### src/rtl/aes_pkg.sv
// ---------------------------------------------------------------------------
// aes_pkg
// Shared AES round-tail definitions:
//   - beat_t        : one buffered beat (round result + last-round flag)
//   - MIX_COEF      : FIPS-197 MixColumns matrix coefficients
//   - xtime         : GF(2^8) multiply-by-2, reduction polynomial 0x11B
//   - gf_mul_coef   : multiply by a MixColumns coefficient (1, 2 or 3)
//   - byte_row / byte_col / byte_idx / get_byte : state byte addressing,
//     byte 0 at [127:120], byte i sits at row i%4, column i/4
// ---------------------------------------------------------------------------
package aes_pkg;

  localparam int N_ROWS  = 4;
  localparam int N_COLS  = 4;
  localparam int N_BYTES = 16;

  typedef logic [1:0] coef_t;

  localparam coef_t MIX_COEF [N_ROWS][N_COLS] = '{
    '{2'd2, 2'd3, 2'd1, 2'd1},
    '{2'd1, 2'd2, 2'd3, 2'd1},
    '{2'd1, 2'd1, 2'd2, 2'd3},
    '{2'd3, 2'd1, 2'd1, 2'd2}
  };

  typedef struct packed {
    logic         last;
    logic [127:0] state;
  } beat_t;

  function automatic logic [7:0] xtime(input logic [7:0] b);
    return {b[6:0], 1'b0} ^ (b[7] ? 8'h1b : 8'h00);
  endfunction

  function automatic logic [7:0] gf_mul_coef(input coef_t coef, input logic [7:0] b);
    case (coef)
      2'd1:    return b;
      2'd2:    return xtime(b);
      2'd3:    return xtime(b) ^ b;
      default: return 8'h00;
    endcase
  endfunction

  function automatic int byte_row(input int i);
    return i % N_ROWS;
  endfunction

  function automatic int byte_col(input int i);
    return i / N_ROWS;
  endfunction

  function automatic int byte_idx(input int row, input int col);
    return col * N_ROWS + row;
  endfunction

  function automatic logic [7:0] get_byte(input logic [127:0] s, input int i);
    return s[127 - 8*i -: 8];
  endfunction

endpackage

### src/rtl/aes_mix_column.sv
// ---------------------------------------------------------------------------
// aes_mix_column
// Purely combinational MixColumns on one 32-bit column.
//   col_in  [31:0] : column, row 0 in [31:24]
//   col_out [31:0] : mixed column, same byte order
// ---------------------------------------------------------------------------
module aes_mix_column
  import aes_pkg::*;
(
  input  logic [31:0] col_in,
  output logic [31:0] col_out
);

  // NOTE: every signal written in always_comb gets a default first, so no
  // path can leave it unassigned and infer a latch.
  always_comb begin
    col_out = '0;
    for (int r = 0; r < N_ROWS; r++) begin
      for (int c = 0; c < N_COLS; c++) begin
        col_out[31 - 8*r -: 8] = col_out[31 - 8*r -: 8]
                               ^ gf_mul_coef(MIX_COEF[r][c], col_in[31 - 8*c -: 8]);
      end
    end
  end

endmodule

### src/rtl/aes_round_tail.sv
// ---------------------------------------------------------------------------
// aes_round_tail
// Tail of an AES encryption round: ShiftRows -> MixColumns (skipped on the
// last round) -> AddRoundKey, followed by a valid/ready output buffer.
//   SKID=1 : 2-entry skid buffer, in_ready comes straight from a flop
//   SKID=0 : single output register, in_ready = !out_valid || out_ready
// Ports:
//   clk, rst (async, active high)
//   in_valid / in_ready / in_state / in_round_key / in_last_round : input beat
//   out_valid / out_ready / out_state / out_last_round            : output beat
// ---------------------------------------------------------------------------
module aes_round_tail
  import aes_pkg::*;
#(
  parameter int SKID = 1
) (
  input  logic         clk,
  input  logic         rst,
  input  logic         in_valid,
  output logic         in_ready,
  input  logic [127:0] in_state,
  input  logic [127:0] in_round_key,
  input  logic         in_last_round,
  output logic         out_valid,
  input  logic         out_ready,
  output logic [127:0] out_state,
  output logic         out_last_round
);

  logic [127:0] shifted;
  logic [127:0] mixed;
  beat_t        beat_in;
  logic         push;
  logic         pop;

  // ShiftRows: output byte at (r, c) takes input byte at (r, (c + r) mod 4).
  always_comb begin
    shifted = '0;
    for (int i = 0; i < N_BYTES; i++) begin
      shifted[127 - 8*i -: 8] =
        get_byte(in_state, byte_idx(byte_row(i), (byte_col(i) + byte_row(i)) % N_COLS));
    end
  end

  for (genvar col = 0; col < N_COLS; col++) begin : g_mix
    aes_mix_column u_mix (
      .col_in  (shifted[127 - 32*col -: 32]),
      .col_out (mixed  [127 - 32*col -: 32])
    );
  end

  always_comb begin
    beat_in.last  = in_last_round;
    beat_in.state = (in_last_round ? shifted : mixed) ^ in_round_key;
  end

  assign push = in_valid && in_ready;
  assign pop  = out_valid && out_ready;

  if (SKID != 0) begin : g_skid
    beat_t      head_q, head_d;
    beat_t      tail_q, tail_d;
    logic [1:0] count_q, count_d;
    logic       in_ready_q, in_ready_d;

    always_comb begin
      head_d  = head_q;
      tail_d  = tail_q;
      count_d = count_q;
      case ({push, pop})
        2'b10: begin
          if (count_q == 2'd0) head_d = beat_in;
          else                 tail_d = beat_in;
          count_d = count_q + 2'd1;
        end
        2'b01: begin
          head_d  = tail_q;
          count_d = count_q - 2'd1;
        end
        2'b11: begin
          // Occupancy stays put: the head leaves and the new beat takes its
          // place behind whatever is still queued.
          head_d = (count_q == 2'd1) ? beat_in : tail_q;
          tail_d = beat_in;
        end
        default: ;
      endcase
      in_ready_d = (count_d < 2'd2);
    end

    // NOTE: sequential state uses non-blocking assignments so every flop
    // samples pre-edge values regardless of statement order.
    // NOTE: the payload registers are reset as well because out_state must
    // read zero while rst is high, not just be marked invalid.
    always_ff @(posedge clk or posedge rst) begin
      if (rst) begin
        head_q     <= '0;
        tail_q     <= '0;
        count_q    <= 2'd0;
        in_ready_q <= 1'b0;
      end else begin
        head_q     <= head_d;
        tail_q     <= tail_d;
        count_q    <= count_d;
        in_ready_q <= in_ready_d;
      end
    end

    assign in_ready       = in_ready_q;
    assign out_valid      = (count_q != 2'd0);
    assign out_state      = head_q.state;
    assign out_last_round = head_q.last;

  end else begin : g_reg
    beat_t data_q, data_d;
    logic  valid_q, valid_d;
    logic  live_q, live_d;

    always_comb begin
      data_d  = push ? beat_in : data_q;
      valid_d = push ? 1'b1 : (pop ? 1'b0 : valid_q);
      live_d  = 1'b1;
    end

    // live_q holds in_ready low from reset until the first edge after
    // release, matching the registered-ready timing of the skid variant.
    always_ff @(posedge clk or posedge rst) begin
      if (rst) begin
        data_q  <= '0;
        valid_q <= 1'b0;
        live_q  <= 1'b0;
      end else begin
        data_q  <= data_d;
        valid_q <= valid_d;
        live_q  <= live_d;
      end
    end

    assign in_ready       = live_q && (!valid_q || out_ready);
    assign out_valid      = valid_q;
    assign out_state      = data_q.state;
    assign out_last_round = data_q.last;
  end

endmodule
### config.mk
export PLATFORM = sky130hd
export DESIGN_NAME = aes_round_tail
export DESIGN_NICKNAME = d
export VERILOG_FILES = /design/src/rtl/aes_pkg.sv /design/src/rtl/aes_mix_column.sv /design/src/rtl/aes_round_tail.sv
export SDC_FILE = /design/constraint.sdc
export NUM_CORES = 1
export LEC_CHECK = 0
export ABC_AREA = 0
export CAP_MARGIN = 10
export CORE_ASPECT_RATIO = 0.5
export CORE_MARGIN = 8
export CORE_UTILIZATION = 43
export DETAILED_ROUTE_END_ITERATION = 7
export PLACE_DENSITY = 0.68
export SYNTH_ARGS = -nofsm -noshare
export SYNTH_HDL_FRONTEND = slang
export SYNTH_SLANG_ARGS = --single-unit
### constraint.sdc
create_clock -name clk -period 18.08 [get_ports clk]
set_input_delay 3.616 -clock clk [delete_from_list [all_inputs] [get_ports clk]]
set_output_delay 3.616 -clock clk [all_outputs]
set_load 0.02 [all_outputs]
==> flow_summary.yaml <==
detailed_routing:
  drtIter0Drc: 1275
  num_vias: 15800
  drtPass1Iterations: 5
  drt-total-wl_um: 62800
  ant_nets: 0
  viasPerCell: 5.32
  post_drt_wl_per_cell_um: 21.1
  drcViolationCount: 0
sta:
  slew-limit-headroom_pct: 24.9
  max_clock_freq_mhz: 150
  finalSetupViolCount: 0
  finalCritPeriodShare_pct: 36.9
  finClkSkew_ns: 0.0115
  finalCriticalPeriod_ns: 6.66
  rsz0062_at_grt: "no"
  slew_violations: 0
  final-hold-violation-count: 0
  tightest_slew_ns: 1.13
  fin_setup_tns_ns: 0
clocking:
  cts_sinks: 261
  htreeDepth: 1
  cts_root_buffer: "clkbuf_16"
  postCtsSetupBuffers: 0
  cts_hold_buf: 0
  numCtsBuffers: 28
  cts_tree: "yes"
  clkTransAtPathRegs_ns: 0.07
  post_cts_resize_count: 0
  clock_path_buffers: 3
  clk_latency_ns: 0.57
power:
  p_leak_uw: 0.0113
  clock_power_share_pct: 18.5
  power.total_uw: 3370
  p_comb_share_pct: 50.7
  vdd_drop_max_mv: 0.0911
  swShare_pct: 40.9
  p_int_uw: 1990
  p_seq_share_pct: 30.8
  p_switching_uw: 1380
  p_per_area_nw_per_um2: 132
layout:
  stdcell_count: 2973
  fin_nets: 2557
  final_cell_area_um2: 25400
  area_delta_synth_final_pct: 24.5
  drive_gt1_share_pct: 4.15
  utilization_pct: 54.3
yosys:
  syn_area_um2: 20400
  syn_area_per_cell_um2: 9.96
  ys_warn_count: 0
  synth_top_area_share_pct: 32.0
  yosys.area.top_type: "dfrtp_1"
  ys.flop_type: "dfrtp_1"
  ys_seq_area_share_pct: 32.0
  synthTopCellsByArea: "dfrtp_1 (32%), xnor3_1 (14%), mux2i_1 (7.4%)"
  synth_seq_cells: 261
  async_flop_share_pct: 100
  syn-num-nets: 2317
  synthDistinctLibCells: 41
  netlist_instances: 2051
  synth_edf_count: 0
grt:
  grt_usage_pct: 21.9
  grt_pass1_wl_um: 94800
  grt-ovfl-total: 0
  grtUsageMet2_pct: 36.6
  grt_max_degree: 126
  grt_pass1_vias: 15500
  use_met3_pct: 2.56
  antenna_found_initial: 24
  grt-busiest-layer: "met2"
  use_met1_pct: 28.3
place:
  placed_area_um2: 24400
  place.detailed.hpwl_um: 45300
  portBuffers: 391
  dp_cells: 2899
  gp_congestion: 0.872
worst_setup_path:
  r2r_setup_slack_ns: 14.10
  arrival_ns: 7.11
  cp_data_required_time_ns: 18.53
  timing.rr.end: "g_skid.tail_q[1]"
  r2r_cells: 9
  end_kind: "flip-flop"
  path_max_fanout: 102
  criticalPathCategory: "input port to flip-flop"
  cp-start-kind: "input port"
  r2r-start: "g_skid.count_q[0]"
die:
  num_rows: 56
  ioPinCount: 392
  coreArea_um2: 46900
  die_h_um: 170
  die_area_um2: 55200
  die_width_um: 324
  initial_utilization_pct: 43.6
status:
  status: "finished, final reports clean"
min_path:
  hold_path.startpoint: "g_skid.tail_q[35]"
  hold_depth: 2
  holdPathEnd: "g_skid.tail_q[35]"
  holdCritPathClass: "flip-flop to flip-flop"
run:
  cap_violations: 0
[metrics by stage]
step / setup slack, ns / hold slack [ns]
after detailed placement: 10.84 / 0.457
after CTS: 11.44 / 0.472
after global placement: 10.90 / 0.461
after floorplan: 7.28 / 0.439
final: 11.42 / 0.470
after global routing: 11.17 / 0.497
[state kept, by name, summed over array words and instances, names as in the netlist]
register and count:
out_last_round 1, in_ready 1, out_state 128, g_skid.count_q 2, g_skid.tail_q 129
[kinds of logic (layout without fill, tap and decap cells)]
group | count (synthesis) | after routing | synth area share, %
simple gates | 557 | 557 | 12.5
xor+xnor | 442 | 442 | 30.5
compound gates | 428 | 428 | 12.6
flops | 261 | 261 | 32.0
buf+inv | 203 | 463 | 4.56
mux | 155 | 155 | 7.61
fa+ha+maj | 5 | 5 | 0.306
other cells | 0 | 24 | 0
[layer usage]
| layer | routed length, µm | part of all wire, % | up-vias |
|---|---|---|---|
| met4 | 2570 | 4.1 | 0 |
| met1 | 26400 | 42 | 7742 |
| li1 | - | - | 7589 |
| met2 | 31600 | 50 | 362 |
| met3 | 2280 | 3.6 | 116 |
| met5 | 0 | 0 | - |
[cell type report]
class                   count  area, µm²
clock buffers              36        792
repair buffers            405       4020
well taps                 638        798
clock inverters            14        176
flip-flops and latches    261       6530
inverters                   8       37.5
diodes                     24       60.1
multi-input cells        1587      13000
fillers                  4155      21400
[Yosys cell counts, types with 6 or more instances]
library cell    n
dfrtp_1       261
o21ai_0       218
nor2_1        191
nand2_1       180
mux2i_1       152
xor2_1        143
xnor3_1       129
xnor2_1       126
clkbuf_1      106
a21oi_1        65
nand3_1        63
a32oi_1        62
a22oi_1        61
nor2b_1        61
nor3b_1        61
buf_2          57
xor3_1         23
buf_1          13
xnor2_2        12
inv_1           8
o21ai_1         7
clkbuf_2        6
[worst max-delay path, cell delays in order]
cell	delay, ns
clkdlybuf4s50_1	0.43
nand2b_1	0.33
inv_1	0.20
ha_1	0.33
mux2i_4	0.18
buf_4	0.68
buf_4	0.86
mux2_2	0.42
[worst max-delay path by stage]
stage | start | end | slack, ns
6_report | out_ready | g_skid.tail_q[1] | 11.42
5_1_grt | out_ready | g_skid.tail_q[128] | 11.17
4_1_cts | out_ready | g_skid.tail_q[1] | 11.44
3_5_place_dp | out_ready | g_skid.tail_q[1] | 10.84
3_3_place_gp | out_ready | g_skid.tail_q[128] | 10.90
2_1_floorplan | rst | g_skid.count_q[0] | 7.28
[power by group through the flow]
stage	clock network [µW]	registers, µW	logic, µW
2_1_floorplan	0	1170	938
3_3_place_gp	0	1040	1690
3_5_place_dp	0	1050	1710
4_1_cts	638	1040	1720
5_1_grt	659	1070	1870
6_report	624	1040	1710
[layout by cell type, fill, tap and decap left out, drive strengths merged]
cell / netlist / layout
bufinv: 0 / 4
a21oi: 65 / 65
dfrtp: 261 / 261
inv: 8 / 9
nand2: 180 / 180
nor2b: 61 / 61
nor3b: 61 / 61
a221oi: 1 / 1
a31oi: 4 / 4
o221ai: 1 / 1
o21a: 1 / 1
clkinvlp: 0 / 1
mux2i: 152 / 152
nand2b: 1 / 1
xnor3: 130 / 130
ha: 5 / 5
mux2: 3 / 3
xor3: 24 / 24
diode: 0 / 24
xor2: 145 / 145
o211ai: 1 / 1
nor2: 191 / 191
o21ai: 228 / 228
a22oi: 61 / 61
clkdlybuf4s50: 0 / 390
nand3: 63 / 63
a32oi: 62 / 62
clkinv: 0 / 8
clkbuf: 115 / 36
a2bb2oi: 4 / 4
buf: 79 / 15
xnor2: 143 / 143
Note: power is estimated with default switching activity, not from simulation.
